--- src/rtl/systolic_input_fifo_bank.sv ---
// Per-lane input FIFOs feeding the systolic array edge.
// Lanes pop together; lane k output is skewed by k extra cycles.
module systolic_input_fifo_bank #(
   parameter int data_size   = 16,
   parameter int array_size  = 9,
   parameter int fifo_depth  = 8,
   parameter int full_margin = 3
) (
   input  logic                            clk,
   input  logic                            reset,
   input  logic                            flush,
   input  logic [array_size-1:0]           wr_en,
   input  logic [data_size-1:0]            wr_data,
   input  logic                            rd_en,
   output logic [array_size-1:0]           full,
   output logic [array_size-1:0]           empty,
   output logic [array_size*data_size-1:0] data_out,
   output logic [array_size-1:0]           valid_out,
   output logic                            overflow_err,
   output logic                            underflow_err
);

   localparam int AW = $clog2(fifo_depth);
   localparam int CW = AW + 1;
   localparam logic [CW-1:0] DEPTH_C = CW'(fifo_depth);
   localparam logic [CW-1:0] FULL_TH =
      CW'(fifo_depth - full_margin);

   logic                  pop_all;
   logic                  under_hit;
   logic [array_size-1:0] ovf_lane;
   logic                  ovf_q, ovf_d;
   logic                  und_q, und_d;

   assign pop_all   = rd_en & ~(|empty) & ~flush;
   assign under_hit = rd_en & (|empty) & ~flush;

   for (genvar k = 0; k < array_size; k++) begin : g_lane
      logic [data_size-1:0] mem_q [fifo_depth];
      logic [AW-1:0]        wptr_q, rptr_q;
      logic [CW-1:0]        cnt_q, cnt_d;
      logic                 wr_ok;
      logic [data_size-1:0] hd_q;
      logic                 hv_q;
      logic [data_size-1:0] skd_q [k+1];
      logic                 skv_q [k+1];

      assign empty[k] = (cnt_q == '0);
      assign full[k]  = (cnt_q >= FULL_TH);

      // A full lane still accepts a write when it pops in the same cycle.
      assign wr_ok = ~flush & wr_en[k]
                   & ((cnt_q != DEPTH_C) | pop_all);
      assign ovf_lane[k] = ~flush & wr_en[k]
                         & (cnt_q == DEPTH_C) & ~pop_all;

      always_comb begin
         cnt_d = cnt_q;
         if (wr_ok && !pop_all)
            cnt_d = cnt_q + CW'(1);
         else if (!wr_ok && pop_all)
            cnt_d = cnt_q - CW'(1);
      end

      always_ff @(posedge clk) begin
         if (wr_ok)
            mem_q[wptr_q] <= wr_data;
      end

      always_ff @(posedge clk or negedge reset) begin
         if (!reset) begin
            wptr_q <= '0;
            rptr_q <= '0;
            cnt_q  <= '0;
            hd_q   <= '0;
            hv_q   <= 1'b0;
            for (int j = 0; j <= k; j++) begin
               skd_q[j] <= '0;
               skv_q[j] <= 1'b0;
            end
         end else if (flush) begin
            wptr_q <= '0;
            rptr_q <= '0;
            cnt_q  <= '0;
            hd_q   <= '0;
            hv_q   <= 1'b0;
            for (int j = 0; j <= k; j++) begin
               skd_q[j] <= '0;
               skv_q[j] <= 1'b0;
            end
         end else begin
            if (wr_ok)
               wptr_q <= wptr_q + AW'(1);
            if (pop_all)
               rptr_q <= rptr_q + AW'(1);
            cnt_q <= cnt_d;
            hd_q  <= pop_all ? mem_q[rptr_q] : '0;
            hv_q  <= pop_all;
            skd_q[0] <= hd_q;
            skv_q[0] <= hv_q;
            for (int j = 1; j <= k; j++) begin
               skd_q[j] <= skd_q[j-1];
               skv_q[j] <= skv_q[j-1];
            end
         end
      end

      assign data_out[k*data_size +: data_size] = skd_q[k];
      assign valid_out[k] = skv_q[k];
   end

   assign ovf_d = ovf_q | (|ovf_lane);
   assign und_d = und_q | under_hit;

   always_ff @(posedge clk or negedge reset) begin
      if (!reset) begin
         ovf_q <= 1'b0;
         und_q <= 1'b0;
      end else if (flush) begin
         ovf_q <= 1'b0;
         und_q <= 1'b0;
      end else begin
         ovf_q <= ovf_d;
         und_q <= und_d;
      end
   end

   assign overflow_err  = ovf_q;
   assign underflow_err = und_q;

endmodule

--- config.mk ---
export PLATFORM = sky130hd
export DESIGN_NAME = systolic_input_fifo_bank
export DESIGN_NICKNAME = d
export VERILOG_FILES = /design/src/rtl/systolic_input_fifo_bank.sv
export SDC_FILE = /design/constraint.sdc
export NUM_CORES = 2
export LEC_CHECK = 0
export ABC_AREA = 1
export BUFFER_PORTS_ARGS = -buffer_cell sky130_fd_sc_hd__clkbuf_2
export CAP_MARGIN = 15
export CORE_MARGIN = 1.5
export CORE_UTILIZATION = 60
export CTS_CLUSTER_SIZE = 25
export DETAILED_ROUTE_END_ITERATION = 16
export PLACE_DENSITY = 0.8
export REMOVE_ABC_BUFFERS = 1
export SLEW_MARGIN = 20
export SYNTH_ARGS = -nofsm -noshare
export SYNTH_HDL_FRONTEND = slang
export SYNTH_SLANG_ARGS = --single-unit
--- constraint.sdc ---
create_clock -name clk -period 8.88 [get_ports clk]
set_clock_uncertainty 0.15 [all_clocks]
set_input_delay 0.444 -clock clk [delete_from_list [all_inputs] [get_ports clk]]
set_output_delay 0.444 -clock clk [all_outputs]
set_load 0.01 [all_outputs]
== Word level (Yosys, flattened, before mapping) ==
Memory sizes are Yosys's and may differ from the RTL's.
Index checks and enable logic that the tools add are counted.

* Multiply operators: 0
* $lt $le $gt $ge: 9
* Shift operators: 0
* Mux-type cells: 120
* Equality and inequality tests: 18
* $add $sub $neg: 36
* Bitwise gates (word level): 54
* Reductions and logical operators: 58
* Div/mod/pow operators: 0

{| class="wikitable"
|+ Operator list
! kind !! count
|-
| 2-to-1 mux 16 bit || 19
|-
| 2-to-1 mux 144 bit || 1
|-
| 2-to-1 mux 128 bit || 1
|-
| 2-to-1 mux 112 bit || 1
|-
| 2-to-1 mux 4 bit || 28
|-
| 2-to-1 mux 3 bit || 37
|-
| 2-to-1 mux 96 bit || 1
|-
| 2-to-1 mux 80 bit || 1
|-
| 2-to-1 mux 64 bit || 1
|-
| adder 3 x 1 -> 3 bit, second input constant || 18
|-
| 2-to-1 mux 48 bit || 1
|-
| bitwise AND 1 bit || 40
|-
| adder 4 x 1 -> 4 bit, second input constant || 9
|-
| equality test 4 bit, second input constant || 9
|-
| greater-or-equal comparator 4 x 3 -> 1 bit, second input constant || 9
|-
| logical NOT 4 bit || 9
|-
| inequality test 4 bit, second input constant || 9
|-
| subtractor 4 x 1 -> 4 bit, second input constant || 9
|-
| 2-to-1 mux 32 bit || 1
|-
| nonzero test 3 bit || 9
|-
| 2-to-1 mux 1 bit || 22
|-
| nonzero test 2 bit || 10
|-
| logical AND 1 bit || 18
|-
| OR reduction 9 bit || 2
|-
| 9 further kinds || 30
|}

* Memory bits (writable): 1,152
* Input bits: 29
* Register bits: 1,002
* Latch bits: 0
* Output and inout bits: 173
* ROM bits: 0
* Memories kept: 9

{| class="wikitable"
|+ Memory list
! name !! depth !! width !! rd ports !! clocked after Yosys merged registers in !! wr ports !! RTL line !! text
|-
| g_lane[0].mem_q || 8 || 16 || 1 || 0 || 1 || 39 || <nowiki>logic [data_size-1:0] mem_q [fifo_depth];</nowiki>
|-
| g_lane[1].mem_q || 8 || 16 || 1 || 0 || 1 || 39 ||
|-
| g_lane[2].mem_q || 8 || 16 || 1 || 0 || 1 || 39 ||
|-
| g_lane[3].mem_q || 8 || 16 || 1 || 0 || 1 || 39 ||
|-
| g_lane[4].mem_q || 8 || 16 || 1 || 0 || 1 || 39 ||
|-
| g_lane[5].mem_q || 8 || 16 || 1 || 0 || 1 || 39 ||
|-
| +3 memories || -- || -- || -- || -- || -- || -- ||
|}

== Depth between registers and ports, before layout ==
* Depth after elaboration: 12
* Depth in mapped cells: 17
* Mapped depth without buffers: 15

== Worst setup path before layout ==
OpenSTA, ideal clock, no wires.

* Path type: register to register
* Start point: register g_lane[2].cnt_q[3]
* End point: memory g_lane[2].mem_q[5][0], enable pin
* Stages on the path, launching flop included: 10
* Setup time: 0.409 ns
* Arrival: 2.383 ns
* Slack: 5.938 ns
* Clock period less this slack: 2.942 ns
* Cell sequence: dfrtp_1 > nor2_1 > nand2_1 > nand2_1 > nor2_2 > nand4_2 > buf_6 > nand4_1 > nand2_2 > nor3_1

* Word-level cells in the longest chain between the ends: 9

{| class="wikitable"
|+ RTL lines
! what !! RTL line !! text
|-
| from (decl) || 41 || <nowiki>logic [CW-1:0] cnt_q, cnt_d;</nowiki>
|-
| from (signal assigned) || 96 || <nowiki>cnt_q <= cnt_d;</nowiki>
|-
| logical NOT 4 bit || 48 || <nowiki>assign empty[k] = (cnt_q == '0);</nowiki>
|-
| OR reduction 9 bit || 35 || <nowiki>assign pop_all = rd_en & ~(|empty) & ~flush;</nowiki>
|-
| inverter 1 bit || 35 ||
|-
| bitwise AND 1 bit (2 in a row) || 35 ||
|-
| OR 1 bit * || 53 || <nowiki>& ((cnt_q != DEPTH_C) | pop_all);</nowiki>
|-
| bitwise AND 1 bit * || 53 ||
|-
| 2-to-1 mux 1 bit * || 66 || <nowiki>if (wr_ok)</nowiki>
|-
| 2-to-1 mux 1 bit (implied by the code) * || 67 || <nowiki>mem_q[wptr_q] <= wr_data;</nowiki>
|-
| to (decl) || 39 ||
|}

Every way passes the cells marked *; elsewhere a longest branch is shown, timed or not.

== Worst setup path after layout ==
* Start point: register g_lane[2].cnt_q[1]
* End point: register g_lane[7].hd_q[7]

* Word-level cells in the longest chain between the ends: 7

{| class="wikitable"
|+ RTL lines
! what !! RTL line !! text
|-
| logical NOT 4 bit || 48 ||
|-
| OR reduction 9 bit || 35 ||
|-
| inverter 1 bit || 35 ||
|-
| bitwise AND 1 bit (2 in a row) || 35 ||
|-
| 2-to-1 mux 16 bit || 97 || <nowiki>hd_q <= pop_all ? mem_q[rptr_q] : '0;</nowiki>
|-
| 2-to-1 mux 16 bit || 81 || <nowiki>end else if (flush) begin</nowiki>
|-
| to (signal assigned) || 97 ||
|-
| to (decl) || 43 || <nowiki>logic [data_size-1:0] hd_q;</nowiki>
|}

No other way between the ends.
A chain may end at the register's enable or synchronous reset.

==> metrics.yaml <==
p_leak_uw: 0.0382
hold_violations: 0
avgRoutedWirePerCell_um: 19.9
powerDensity_nw_per_um2: 240
cts_setup_buffers: 0
period_share: 0.464
seq_area_frac_synth: 0.737
cts_tree: "built"
ff2ff_setup_slack_ns: 4.76
p_sw_uw: 5260
gp_congestion: 0.859
tightest_slew_ns: 1.11
grt_pass1_vias: 47321
antenna_found_initial: 4
cts_hold_buf: 7
die_w_um: 367
cp_slowest_cell: "buf_4"
dieArea_um2: 135000
clock.fmax_ghz: 0.243
comb_power_share: 0.105
worstReg2RegEnd: "g_lane[7].hd_q[7]"
setup_viol: 0
peakVddDrop_mv: 0.191
ys.flop_type: "edfxtp_1"
regArea_um2: 58800
ios: 202
endpoint: "g_lane[7].hd_q[7]"
fp.coreArea_um2: 132000
htreeDepth: 4
rsz0062_at_grt: "false"
hpwl_um: 92600
outcome: "completed"
gr-total-overflow: 0
antenna_left: 0
finalWorstSetupSlack_ns: 4.76
via_count: 47243
report.final.slew_viol_count: 0
clk_pin_slew_ns: 0.07
io_buffers: 201
layout-drive-gt1-share: 0.0983
synth_seq_cells: 2118
first_pass_iters: 7
cts.sinks: 2118
path_cells: "nor2_1 -> nand2_1 -> nand2_1 -> nor2_2 -> nand4_2 -> inv_4 -> buf_4 -> buf_4 -> o211a_1"
cts_made_buffers: 192
synthCells: 6508
core.rowCount: 133
fin_nets: 6632
drt_iter0_drc: 5561
initial_core_util: 0.606
fill_cells: 8778
areaGrowthSynthToFinish_pct: 10.3
critPathCaptureType: "flop"
crit_cells: 9
ys_warn_count: 0
critical-path-max-stage-delay_ns: 0.75
die_h_um: 367
swShare: 0.249
multiInputGateArea_um2: 15500
syn_avg_cell_area_um2: 12.2
total_power_uw: 21100
synth_edf_count: 1152
critPathBufInv: 3
critical_path_class: "flop to flop"
p_int_uw: 15900
power_frac_seq: 0.516
pre_cts_slack_ns: 4.84
cp_max_fo: 61
async_flop_share: 0.456
maxCapViolCount: 0
cpLargestDelayFamily: "buffers and inverters"
cts_resized: 0
relSlewSlack: 0.261
min_path_type: "input port to asynchronous set/reset pin"
pwr-share-clk: 0.379
placed_area_um2: 81600
fin_area_um2: 87900
cp.arrival_ns: 4.71
required_ns: 9.47
track_usage: 0.252
start_kind: "flop"
cts_max_path_buffers: 3
ys_types: 38
synth_area_um2: 79700
clk_latency_ns: 0.82
rr_worst_depth: 9
drt-vias-per-instance: 5.57
routed_wl_um: 169000
grt_pass1_wl_um: 263000
finalCriticalPeriod_ns: 4.12
startpoint: "g_lane[2].cnt_q[1]"
rr_startpoint: "g_lane[2].cnt_q[1]"
finalSetupTns_ns: 0
grt_max_degree: 237
cts_root_buffer: "clkbuf_16"
drc: 0
==> layout make-up <==
type	count	share of cell area
antenna	1	0.0000285
inverter	881	0.0377
sequential	2118	0.669
multi-input combinational	3053	0.176
timing repair buffer	312	0.0225
clock inverter	63	0.00589
tap	1755	0.0250
clock buffer	296	0.0643
==> metal layers <==
metal	vias to the layer above	global-route usage	wire, um
met2	2085	0.407	82400
li1	21407	-	-
met3	298	0.0469	14800
met4	0	0.0842	4870
met1	23453	0.348	66600
met5	-	0	0
==> cells in the mapped netlist, types with 2 or more instances <==
master,number,area (um^2)
nand2_2,13,81.3
xor2_1,21,184
a21oi_2,3,26.3
buf_6,10,113
nand2_1,1240,4650
a32oi_1,144,1260
inv_2,8,30.0
buf_2,9,45.0
fa_1,9,180
clkinv_1,9,33.8
a21oi_1,308,1540
edfxtp_1,1152,34600
buf_4,131,983
nand4_1,13,81.3
nor3_1,9,45.0
o211a_1,144,1440
nor2_1,830,3120
o21bai_1,9,67.6
a32o_1,144,1440
nand3_2,8,80.1
o21ai_0,55,275
dfrtp_1,966,24200
inv_1,863,3240
o21ai_1,9,45.0
o21ai_2,4,35.0
ha_1,36,450
buf_1,31,116
clkbuf_1,275,1030
nand3_1,35,175
nor2_2,2,12.5
o211ai_1,4,30.0
o22ai_1,3,18.8
xnor2_1,6,52.6
==> flip-flops by register name (all words and copies together) (netlist names) <==
| signal | flops |
|---|---|
| g_lane.skd_q | 592 |
| g_lane.wptr_q | 27 |
| g_lane.hd_q | 144 |
| valid_out | 8 |
| data_out | 128 |
| underflow_err | 1 |
| g_lane.rptr_q | 27 |
| overflow_err | 1 |
| g_lane.skv_q | 1 |
| g_lane.hv_q | 1 |
| g_lane.mem_q | 1152 |
| g_lane.cnt_q | 36 |
==> power groups by stage <==
stage / registers [uW] / logic, uW / clock network [uW]
after floorplan: 11100 / 1220 / 0
after global placement: 11100 / 2070 / 0
after detailed placement: 11100 / 2170 / 0
after CTS: 10900 / 2200 / 8110
after global routing: 10900 / 2440 / 8500
final: 10900 / 2220 / 8010
==> logic make-up (layout without fill, tap and decap cells) <==
| family | Yosys count | count (layout) | share of synthesized area |
|---|---|---|---|
| simple gates | 2152 | 2152 | 0.104 |
| flops | 2118 | 2118 | 0.737 |
| buf+inv | 1337 | 1552 | 0.0702 |
| compound gates | 829 | 829 | 0.0778 |
| fa+ha+maj | 45 | 45 | 0.00791 |
| xor+xnor | 27 | 27 | 0.00297 |
| other cells | 0 | 1 | 0 |
==> worst reg2reg max path, delay by kind of cell (launching register included) <==
| kind | cells | cell delay, ns |
|---|---|---|
| buffers and inverters | 3 | 2.05 |
| AND/OR/NAND/NOR | 5 | 1.06 |
| flip-flops | 1 | 0.40 |
| AO/OA/AOI/OAI | 1 | 0.40 |
==> metrics by stage <==
step | std cells | utilization | hold slack (ns)
floorplan | 6052 | - | -0.00159
global placement | 8110 | 0.619 | 0.285
detailed placement | 8110 | 0.620 | 0.293
CTS | 8476 | 0.667 | 0.0242
global route | 8479 | 0.668 | 0.0772
finish | 8479 | 0.668 | 0.0376
==> layout by cell type, fill, tap and decap left out, drive strengths merged <==
cell         synthesis  final
o21a                 1      1
o211a              144    144
a21oi              311    311
inv                871    881
diode                0      1
fa                   9      9
o22ai                3      3
dlygate4sd3          0      8
bufinv               0      4
nor2               833    833
nand4               14     14
dfrtp              966    966
ha                  36     36
clkinvlp             0      1
xor2                21     21
o211ai               4      4
xnor2                6      6
nor3                 9      9
nand2             1253   1253
a32oi              144    144
clkbuf             275    494
clkinv              10     58
o21ai               68     68
a32o               144    144
a21boi               1      1
buf                181    106
edfxtp            1152   1152
nand3               43     43
o21bai               9      9
==> worst min-delay path by stage <==
stage / startpoint / to / cells past startpoint
after floorplan: reset / data_out[100] / 0
after global placement: g_lane[4].skd_q[72] / g_lane[4].skd_q[56] / 2
after detailed placement: g_lane[6].skd_q[23] / data_out[103] / 2
after CTS: wr_en[6] / g_lane[6].wptr_q[1] / 5
after global routing: wr_en[6] / g_lane[6].wptr_q[1] / 5
final: reset / data_out[43] / 2
Power figures use the tool's default switching activity.
